[src/rtl/phy_tx_mutex_arbiter_pkg.sv]
// Shared constants and width helpers for the PHY-TX port mutex arbiter.
package phy_tx_mutex_arbiter_pkg;

  localparam int unsigned N_REQ_DEFAULT  = 5;
  localparam int unsigned N_PORT_DEFAULT = 4;
  localparam int unsigned BYTE_W         = 8;

  localparam int unsigned PORT0_IDX = 0;
  localparam int unsigned PORT1_IDX = 1;
  localparam int unsigned PORT2_IDX = 2;
  localparam int unsigned PORT3_IDX = 3;

  // Highest requester index is reserved for the control-frame issuer.
  localparam int unsigned CTRL_REQ_IDX = N_REQ_DEFAULT - 1;

  function automatic int unsigned clog2(input int unsigned value);
    int unsigned v;
    int unsigned r;
    v = (value > 0) ? value - 1 : 0;
    r = 0;
    while (v > 0) begin
      r = r + 1;
      v = v >> 1;
    end
    return r;
  endfunction

  // Index width that never collapses to zero bits.
  function automatic int unsigned idx_width(input int unsigned value);
    return (clog2(value) > 0) ? clog2(value) : 1;
  endfunction

endpackage

[src/rtl/phy_tx_mutex_arbiter_rr_pick.sv]
// Combinational round-robin picker: first eligible index at or after rr_ptr.
module phy_tx_mutex_arbiter_rr_pick
  import phy_tx_mutex_arbiter_pkg::*;
#(
  parameter int unsigned N_REQ = N_REQ_DEFAULT,
  parameter int unsigned IW    = idx_width(N_REQ)
) (
  input  logic [N_REQ-1:0] eligible,
  input  logic [IW-1:0]    rr_ptr,
  output logic             gnt_vld,
  output logic [IW-1:0]    gnt_idx
);

  // Walk offsets from farthest to nearest so the nearest eligible wins.
  always_comb begin
    int idx;
    gnt_vld = 1'b0;
    gnt_idx = '0;
    idx     = 0;
    for (int k = int'(N_REQ) - 1; k >= 0; k--) begin
      idx = (int'(rr_ptr) + k) % int'(N_REQ);
      if (eligible[idx]) begin
        gnt_vld = 1'b1;
        gnt_idx = IW'(idx);
      end
    end
  end

endmodule

[src/rtl/phy_tx_mutex_arbiter.sv]
// All-or-nothing round-robin ownership of the PHY-TX FIFO write ports,
// with a zero-latency data mux from each port's owner onto its FIFO.
module phy_tx_mutex_arbiter
  import phy_tx_mutex_arbiter_pkg::*;
#(
  parameter int unsigned N_REQ    = N_REQ_DEFAULT,
  parameter int unsigned N_PORT   = N_PORT_DEFAULT,
  parameter int unsigned MAX_HOLD = 4096
) (
  input  logic                       clk,
  input  logic                       arst_n,
  input  logic [N_REQ*N_PORT-1:0]    mutex_req,
  output logic [N_REQ*N_PORT-1:0]    mutex_val,
  input  logic [N_REQ*BYTE_W-1:0]    req_din,
  input  logic [N_REQ-1:0]           req_del,
  input  logic [N_REQ*N_PORT-1:0]    req_wren,
  output logic [N_PORT*BYTE_W-1:0]   phy_din,
  output logic [N_PORT-1:0]          phy_del,
  output logic [N_PORT-1:0]          phy_wren,
  output logic                       err_wren,
  output logic                       err_proto,
  output logic [N_REQ-1:0]           hold_overrun
);

  localparam int unsigned IW       = idx_width(N_REQ);
  localparam int unsigned HW       = (MAX_HOLD > 0) ? idx_width(MAX_HOLD + 1) : 1;
  localparam int unsigned HOLD_LIM = (MAX_HOLD > 0) ? MAX_HOLD - 1 : 0;

  logic [N_PORT-1:0] owner_vld;
  logic [IW-1:0]     owner_idx [N_PORT];
  logic [IW-1:0]     rr_ptr;
  logic [HW-1:0]     hold_cnt  [N_REQ];

  logic [N_PORT-1:0] req_m [N_REQ];
  logic [N_PORT-1:0] val_m [N_REQ];
  logic [N_REQ-1:0]  holding;
  logic [N_REQ-1:0]  release_c;
  logic [N_REQ-1:0]  chg_c;
  logic [N_REQ-1:0]  elig_c;
  logic [N_PORT-1:0] port_rel_c;
  logic [N_PORT-1:0] gnt_mask_c;
  logic              err_wren_c;
  logic              gnt_vld;
  logic [IW-1:0]     gnt_idx;

  // Per-requester view: holding, release/mask-change, and grant eligibility.
  always_comb begin
    holding   = '0;
    release_c = '0;
    chg_c     = '0;
    elig_c    = '0;
    for (int i = 0; i < int'(N_REQ); i++) begin
      req_m[i]     = mutex_req[i*N_PORT +: N_PORT];
      val_m[i]     = mutex_val[i*N_PORT +: N_PORT];
      holding[i]   = |val_m[i];
      release_c[i] = holding[i] && (req_m[i] != val_m[i]);
      chg_c[i]     = release_c[i] && (|req_m[i]);
      // Ports freed this cycle are still owned here, so they are never re-granted same cycle.
      elig_c[i]    = (|req_m[i]) && !holding[i] && ((req_m[i] & owner_vld) == '0);
    end
  end

  phy_tx_mutex_arbiter_rr_pick #(
    .N_REQ (N_REQ),
    .IW    (IW)
  ) u_rr_pick (
    .eligible (elig_c),
    .rr_ptr   (rr_ptr),
    .gnt_vld  (gnt_vld),
    .gnt_idx  (gnt_idx)
  );

  // Per-port release, the granted mask, and non-owner write detection.
  always_comb begin
    port_rel_c = '0;
    gnt_mask_c = '0;
    err_wren_c = 1'b0;
    for (int i = 0; i < int'(N_REQ); i++) begin
      if (gnt_vld && (gnt_idx == IW'(i))) gnt_mask_c = req_m[i];
      for (int p = 0; p < int'(N_PORT); p++) begin
        if (owner_vld[p] && (owner_idx[p] == IW'(i)) && release_c[i]) port_rel_c[p] = 1'b1;
        if (req_wren[i*N_PORT + p] && !(owner_vld[p] && (owner_idx[p] == IW'(i))))
          err_wren_c = 1'b1;
      end
    end
  end

  // Owner data mux; unowned ports drive all zeros.
  always_comb begin
    phy_din  = '0;
    phy_del  = '0;
    phy_wren = '0;
    for (int p = 0; p < int'(N_PORT); p++) begin
      for (int i = 0; i < int'(N_REQ); i++) begin
        if (owner_vld[p] && (owner_idx[p] == IW'(i))) begin
          phy_din[p*BYTE_W +: BYTE_W] = req_din[i*BYTE_W +: BYTE_W];
          phy_del[p]                  = req_del[i];
          phy_wren[p]                 = req_wren[i*N_PORT + p];
        end
      end
    end
  end

  always_ff @(posedge clk or negedge arst_n) begin
    if (!arst_n) begin
      owner_vld    <= '0;
      rr_ptr       <= '0;
      mutex_val    <= '0;
      err_wren     <= 1'b0;
      err_proto    <= 1'b0;
      hold_overrun <= '0;
      for (int p = 0; p < int'(N_PORT); p++) owner_idx[p] <= '0;
      for (int i = 0; i < int'(N_REQ); i++) hold_cnt[i] <= '0;
    end else begin
      err_wren  <= err_wren_c;
      err_proto <= |chg_c;

      // Release first; a grant only ever touches ports that were free this cycle.
      for (int p = 0; p < int'(N_PORT); p++) begin
        if (port_rel_c[p]) owner_vld[p] <= 1'b0;
        if (gnt_mask_c[p]) begin
          owner_vld[p] <= 1'b1;
          owner_idx[p] <= gnt_idx;
        end
      end

      for (int i = 0; i < int'(N_REQ); i++) begin
        if (release_c[i]) begin
          mutex_val[i*N_PORT +: N_PORT] <= '0;
        end else if (gnt_vld && (gnt_idx == IW'(i))) begin
          mutex_val[i*N_PORT +: N_PORT] <= req_m[i];
        end
      end

      if (gnt_vld) begin
        rr_ptr <= (gnt_idx == IW'(N_REQ - 1)) ? '0 : gnt_idx + IW'(1);
      end

      // Hold watchdog is status only; it never revokes ownership.
      for (int i = 0; i < int'(N_REQ); i++) begin
        if (release_c[i]) begin
          hold_cnt[i]     <= '0;
          hold_overrun[i] <= 1'b0;
        end else if ((MAX_HOLD != 0) && holding[i]) begin
          if (hold_cnt[i] != HW'(MAX_HOLD)) hold_cnt[i] <= hold_cnt[i] + HW'(1);
          if (hold_cnt[i] >= HW'(HOLD_LIM)) hold_overrun[i] <= 1'b1;
        end
      end
    end
  end

endmodule
[config.mk]
export PLATFORM = sky130hd
export DESIGN_NAME = phy_tx_mutex_arbiter
export DESIGN_NICKNAME = d
export VERILOG_FILES = /design/src/rtl/phy_tx_mutex_arbiter_pkg.sv /design/src/rtl/phy_tx_mutex_arbiter_rr_pick.sv /design/src/rtl/phy_tx_mutex_arbiter.sv
export SDC_FILE = /design/constraint.sdc
export NUM_CORES = 1
export LEC_CHECK = 0
export CAP_MARGIN = 10
export CORE_ASPECT_RATIO = 1.2
export CORE_MARGIN = 2
export CORE_UTILIZATION = 50
export CTS_CLUSTER_SIZE = 28
export DETAILED_ROUTE_END_ITERATION = 16
export PLACE_DENSITY = 0.79
export SETUP_SLACK_MARGIN = 0.2
export SYNTH_ARGS = -nofsm -noshare
export SYNTH_HDL_FRONTEND = slang
export SYNTH_HIERARCHICAL = 1
export SYNTH_SLANG_ARGS = --single-unit
export TNS_END_PERCENT = 30
[constraint.sdc]
create_clock -name clk -period 5.1 [get_ports clk]
set_input_delay 1.02 -clock clk [delete_from_list [all_inputs] [get_ports clk]]
set_output_delay 1.02 -clock clk [all_outputs]
set_load 0.005 [all_outputs]
==> results.toml, run 1 <==
[drt]
antenna_left = 0
post-route-drc-count = 0
drt-initial-drc-count = 818
dr.pass1.iters = 6
wl_um = 29400
vias = 9100
wl_per_cell_um = 20.4
drt-vias-per-instance = 6.33

[sta]
max_freq_ghz = 0.203
final-hold-violation-count = 0
tightest_slew_ps = 1000
tns_ps = 0
min_period_ps = 4930
holdWs_ps = 510
period_share = 0.967
skew_ps = 12.9
setup_viol = 0
maxSlewHeadroom = 0.329
slew_viol_final = 0

[logic_synthesis]
synthFlopType = "dfrtp_1"
ys_types = 91
synth_area_per_cell_sq_um = 9.18
netlist_area_sq_um = 9330
synth_nets = 1140
seq_area_frac_synth = 0.298
netlist_instances = 1016
yosysWarnings = 6
synth-edff-count = 0
ys_ff_latch = 111
synthArstFlopShare = 1.00

[outcome]
status = "finished clean"

[die]
placementRows = 54
core_sq_um = 18200
num_io_pins = 154
die_height_um = 154
die_w_um = 129
die_area_sq_um = 19800
start_util = 0.511

[grt]
grt_pass1_wl_um = 45200
antenna_found_initial = 1
overflow = 0
grt_pass1_vias = 8739
grt_max_degree = 52
grt_usage = 0.286

[clocking]
clockBufferDepth = 2
cts_buffers = 9
cts.sinks = 111
insertion_delay_ps = 370
cts_tree = "built"
cts_root_buf = "clkbuf_16"
path_clk_slew_ps = 70
htree_levels = 3

[finish]
antenna_cells = 0
fin_util = 0.669
area_growth_syn_to_layout_pct = 30.9
nets = 1334
drive_gt1_frac = 0.181

[pwr]
internal_power_mw = 5.32
pwr-share-clk = 0.069
p_seq_frac = 0.141
irDropWorstVdd_uv = 776
switching_share = 0.463
p_comb_frac = 0.790
p_total_mw = 9.91
cellLeakagePower_nw = 5.07
p_switching_mw = 4.59
power_density_nw_per_um2 = 812

[worst_setup_path]
cp-end-kind = "flop"
required_ps = 5340
path_cells = "clkdlybuf4s50_1, nor4_4, nor3_4, buf_4, mux4_2, a221oi_4, o21a_1, a41oi_2, o211ai_1, o221a_2, inv_1, ha_1, nor2b_4, a221oi_2, o311ai_4, o21ai_4, mux2_2"
reg2reg_setup_slack_ps = 250
critical_path.top_delay_family = "compound AO/OA/AOI/OAI gates"
worstPathBufferInverterCount = 3
path_max_fanout = 7
slowest_stage = "clkdlybuf4s50_1"
cp.arrival_ps = 5180
crit_path_max_incr_delay_ps = 540
start_kind = "input port"
path_class = "in -> reg"

[place]
globalplace.congestion = 0.990
portBuffers = 153
detailedPlacementHpwl_um = 21400

[run]
max_cap_viol_count = 0

[hold_path]
worstHoldPathType = "reg -> reg"
==> final timing paths <==
check	from	to	cells after the start
min in group asynchronous	arst_n	hold_overrun[1]	1
max reg2reg	rr_ptr[1]	owner_idx[1]	21
max in group asynchronous	arst_n	rr_ptr[0]	2
max	mutex_req[12]	owner_idx[1]	17
min reg2reg	hold_overrun[0]	hold_overrun[0]	2
min	hold_overrun[0]	hold_overrun[0]	2
==> cells in the mapped netlist, drive strengths merged, types with 6 or more instances <==
cell	count	area (sq um)
a21oi	42	221
a221o	7	70.1
a221oi	10	93.8
a22o	33	289
a22oi	12	90.1
a31oi	8	50.1
a41oi	6	60.1
and2	7	46.3
and3	15	98.8
buf	21	125
clkbuf	30	114
dfrtp	111	2780
ha	36	450
inv	39	146
mux2	19	214
mux2i	37	370
mux4	34	766
nand2	88	333
nand2b	10	62.6
nand3	28	140
nand4	32	200
nor2	112	420
nor2b	15	96.3
nor3	20	100
nor3b	7	57.6
nor4	21	138
nor4b	8	70.1
o21ai	40	200
o22ai	8	50.1
o311ai	6	70.1
o31ai	6	45.0
or4	7	63.8
xnor2	46	440
xor2	33	297
==> power by group through the flow <==
stage          Clock (mW)  Sequential, mW  Combinational (mW)
2_1_floorplan           0            1.16                4.27
3_3_place_gp            0            1.39                5.92
3_5_place_dp            0            1.40                6.03
4_1_cts             0.695            1.38                6.14
5_1_grt             0.737            1.42                8.32
6_report            0.688            1.40                7.83
==> kinds of logic after synthesis <==
logic type / after synthesis / share of synthesized area
buffers and inverters: 91 / 0.0417
multiplexers: 90 / 0.145
XOR/XNOR: 79 / 0.0790
AND/OR/NAND/NOR: 394 / 0.216
AO/OA/AOI/OAI: 214 / 0.170
flip-flops: 111 / 0.298
adder cells (fa/ha/maj): 37 / 0.0504
==> worst reg2reg max path: cells and delay by family, from the launching register on <==
kind | cells | cell delay (ps)
compound gates | 8 | 1430
fa+ha+maj | 4 | 1130
mux | 3 | 920
simple gates | 3 | 470
flops | 1 | 410
buf+inv | 2 | 230
xor+xnor | 1 | 150
==> cell type report <==
type                       count  area [sq um]
clock inverter                 6          55.1
tap                          224           280
inverter                      40           160
multi-input combinational    814          6530
fill                        1391          6030
sequential                   111          2780
timing repair buffer         234          2190
clock buffer                   9           225
==> registers in the layout, summed over array words and instances (netlist names) <==
name,flops
owner_idx,12
mutex_val,20
owner_vld,4
err_proto,1
hold_cnt,65
rr_ptr,3
hold_overrun,5
err_wren,1
==> cells in the final DEF (no fill, tap or decap), types with 33 or more instances in the layout <==
| cell | synthesis | routed |
|---|---|---|
| a22o_1 | 33 | 33 |
| nor2_1 | 112 | 112 |
| mux2i_1 | 37 | 36 |
| clkdlybuf4s50_1 | 0 | 149 |
| xnor2_1 | 44 | 44 |
| a21oi_1 | 39 | 38 |
| nand2_1 | 87 | 87 |
| buf_4 | 4 | 78 |
| dfrtp_1 | 111 | 110 |
| o21ai_0 | 35 | 34 |
| mux4_2 | 34 | 34 |
| inv_1 | 39 | 36 |
==> repair_timing <==
item,CTS,global route
endpoints found under the setup margin,15,20
pin swaps,0,11
setup buffers,1,10
hold buffers,0,0
gates resized for setup,12,57
==> layer usage <==
metal,track usage,vias to the layer above,share of wire
li1,-,4199,-
met1,0.336,4365,0.38
met2,0.478,411,0.48
met3,0.0626,123,0.078
met4,0.163,2,0.059
met5,0,-,0.00037
==> metrics by stage <==
stage,area (sq um),std cells,setup slack [ps]
after floorplan,9340,1016,215
after global placement,11400,1412,-208
after detailed placement,11400,1412,-310
after CTS,11800,1428,191
after global routing,12200,1438,-31.7
final,12200,1438,169
Note: power is estimated with default switching activity, not from simulation.
==> run 2: changes to the inputs <==
--- a/config.mk
+++ b/config.mk
@@ -5,14 +5,14 @@
 export SDC_FILE = /design/constraint.sdc
 export NUM_CORES = 1
 export LEC_CHECK = 0
+export ABC_AREA = 1
 export CAP_MARGIN = 10
 export CORE_ASPECT_RATIO = 1.2
 export CORE_MARGIN = 2
 export CORE_UTILIZATION = 50
 export CTS_CLUSTER_SIZE = 28
 export DETAILED_ROUTE_END_ITERATION = 16
-export PLACE_DENSITY = 0.79
-export SETUP_SLACK_MARGIN = 0.2
+export PLACE_DENSITY = 0.78
 export SYNTH_ARGS = -nofsm -noshare
 export SYNTH_HDL_FRONTEND = slang
 export SYNTH_HIERARCHICAL = 1
==> results.toml, run 2 <==
[finish]
drive_gt1_frac = 0.0812
area_growth_syn_to_layout_pct = 21.7
antenna_cells = 0
nets = 1757
top_register = "hold_cnt"
final_cell_mix = "nand2_1 (397), inv_1 (158), clkdlybuf4s50_1 (152)"
largestRegisters = "hold_cnt: 65 flops, mutex_val: 20 flops, owner_idx: 12 flops"
layout_commonest_cell = "nand2_1"
largest_reg_flops = 65

[place]
detailedPlacementHpwl_um = 24400
globalplace.congestion = 0.974
dp_slack_ps = 170
portBuffers = 153

[drt]
dr.pass1.iters = 6
wl_per_cell_um = 16.6
drt-vias-per-instance = 5.61
post-route-drc-count = 0
vias = 10700
antenna_left = 0
wl_um = 31500
drt-initial-drc-count = 693

[die]
core_sq_um = 19400
die_w_um = 132
num_io_pins = 154
placementRows = 56
die_area_sq_um = 20800
start_util = 0.507
die_height_um = 158

[logic_synthesis]
netlist_instances = 1482
synth_top_area_share = 0.282
ys_types = 51
seq_area_frac_synth = 0.282
synth_top_area_cell = "dfrtp_1"
synthFlopType = "dfrtp_1"
synth_area_per_cell_sq_um = 6.64
synth-edff-count = 0
netlist_area_sq_um = 9840
synthTopCellsByArea = "dfrtp_1 (28%), nand2_1 (15%), nand3_1 (7.5%)"
ys_ff_latch = 111
synthTopCellsByCount = "nand2_1 (398), inv_1 (159), nand3_1 (147), nor2_1 (146), dfrtp_1 (111)"
synth.most_common_cell = "nand2_1"
synth_nets = 1606
yosysWarnings = 6
synthArstFlopShare = 1.00

[clocking]
htree_levels = 3
cts_root_buf = "clkbuf_16"
path_clk_slew_ps = 70
cts.sinks = 111
cts_tree = "built"
clockBufferDepth = 2
cts_buffers = 9
postCtsHoldBufs = 0
insertion_delay_ps = 370

[outcome]
status = "finished clean"

[sta]
max_freq_ghz = 0.211
tightest_slew_ps = 1080
setup_ws_ps = 369
final-hold-violation-count = 0
setup_viol = 0
skew_ps = 15.1
slew_viol_final = 0
period_share = 0.928
min_period_ps = 4730
maxSlewHeadroom = 0.276

[grt]
overflow = 0
antenna_found_initial = 0
grt_max_degree = 79
grt_pass1_wl_um = 50100
grt_pass1_vias = 10000
grt_usage = 0.300

[hold_path]
hold-path-cell-count = 2
hold_start = "hold_overrun[2]"
worstHoldPathType = "reg -> reg"
whs_endpoint = "hold_overrun[2]"

[worst_setup_path]
r2r-end = "owner_idx[7]"
required_ps = 5350
rr_worst_depth = 34
reg2reg_setup_slack_ps = 370
slowest_stage = "dfrtp_2"
cp-end-kind = "flop"
r2r_start = "rr_ptr[1]"
path_max_fanout = 6
cp.arrival_ps = 4980
crit_path_max_incr_delay_ps = 430
path_class = "reg -> reg"
start_kind = "flop"
crit_top_cell = "nand2_1"

[run]
max_cap_viol_count = 0
-- run 2: cell types whose count changed after synthesis, moves of 37 or more --
| cell | delta |
|---|---|
| nand3_1 | +119 |
| mux2i_1 | -37 |
| nand2_1 | +311 |
| xnor2_1 | -44 |
| o21ai_0 | +41 |
| inv_1 | +120 |
-- run 2: final cells by class --
type,count,area [sq um]
tap,261,327
clock inverter,6,76.3
clock buffer,10,239
multi-input combinational,1161,6200
sequential,111,2780
inverter,174,657
timing repair buffer,176,1700
fill,1871,7430
-- run 2: what timing repair did --
| item | 4_1_cts | 5_1_grt |
|---|---|---|
| gates resized for setup | 0 | 8 |
| setup buffers | 0 | 8 |
| endpoints found under the setup margin | 0 | 20 |
| hold endpoints to repair | 0 | 0 |
-- run 2: cells by family (layout without fill, tap and decap cells) --
kind of cell    Yosys count  in the layout  synth area share
compound gates          235            235             0.150
xor+xnor                 65             65            0.0586
fa+ha+maj                37             37            0.0478
buf+inv                 210            366            0.0905
flops                   111            111             0.282
mux                       2              2           0.00229
simple gates            822            822             0.368
-- run 2: worst max-delay path by stage --
stage,start,endpoint,slack [ps]
2_1_floorplan,rr_ptr[0],owner_idx[0],710
6_report,rr_ptr[1],owner_idx[7],370
3_3_place_gp,mutex_req[9],owner_idx[5],280
4_1_cts,rr_ptr[1],owner_idx[7],140
3_5_place_dp,rr_ptr[1],owner_idx[4],170
5_1_grt,rr_ptr[1],owner_idx[1],-50
-- run 2: per-stage QoR --
step                std cells  hold slack (ps)  setup TNS [ps]  instance area, sq um   util
floorplan                1482              462               0                  9840      -
global placement         1875              487               0                 11600  0.596
detailed placement       1875              484               0                 11600  0.596
CTS                      1891              502               0                 11900  0.612
global route             1899              527            -229                 12000  0.617
finish                   1899              497               0                 12000  0.617
-- run 2: critical path, delay by kind of cell, from the launching register on --
kind / cells / cell delay (ps)
buffers and inverters: 3 / 340
adders and majority gates: 4 / 1110
xor gates and xnor gates: 1 / 170
AOI/OAI and AO/OA: 4 / 610
and+or+nand+nor: 22 / 1970
DFF: 1 / 430
-- run 2: per-layer routing --
layer | global-route usage | routed length (um) | vias up | part of all wire
met5 | 0 | 0 | - | 0
met4 | 0.173 | 1540 | 0 | 0.049
met1 | 0.350 | 12300 | 4896 | 0.39
met2 | 0.536 | 15300 | 478 | 0.48
li1 | - | - | 5179 | -
met3 | 0.0359 | 2390 | 98 | 0.076
Power of run 2 is left out: the tool's default activity adds up to more than one toggle a clock period on the data nets, which glitch-free logic cannot reach.
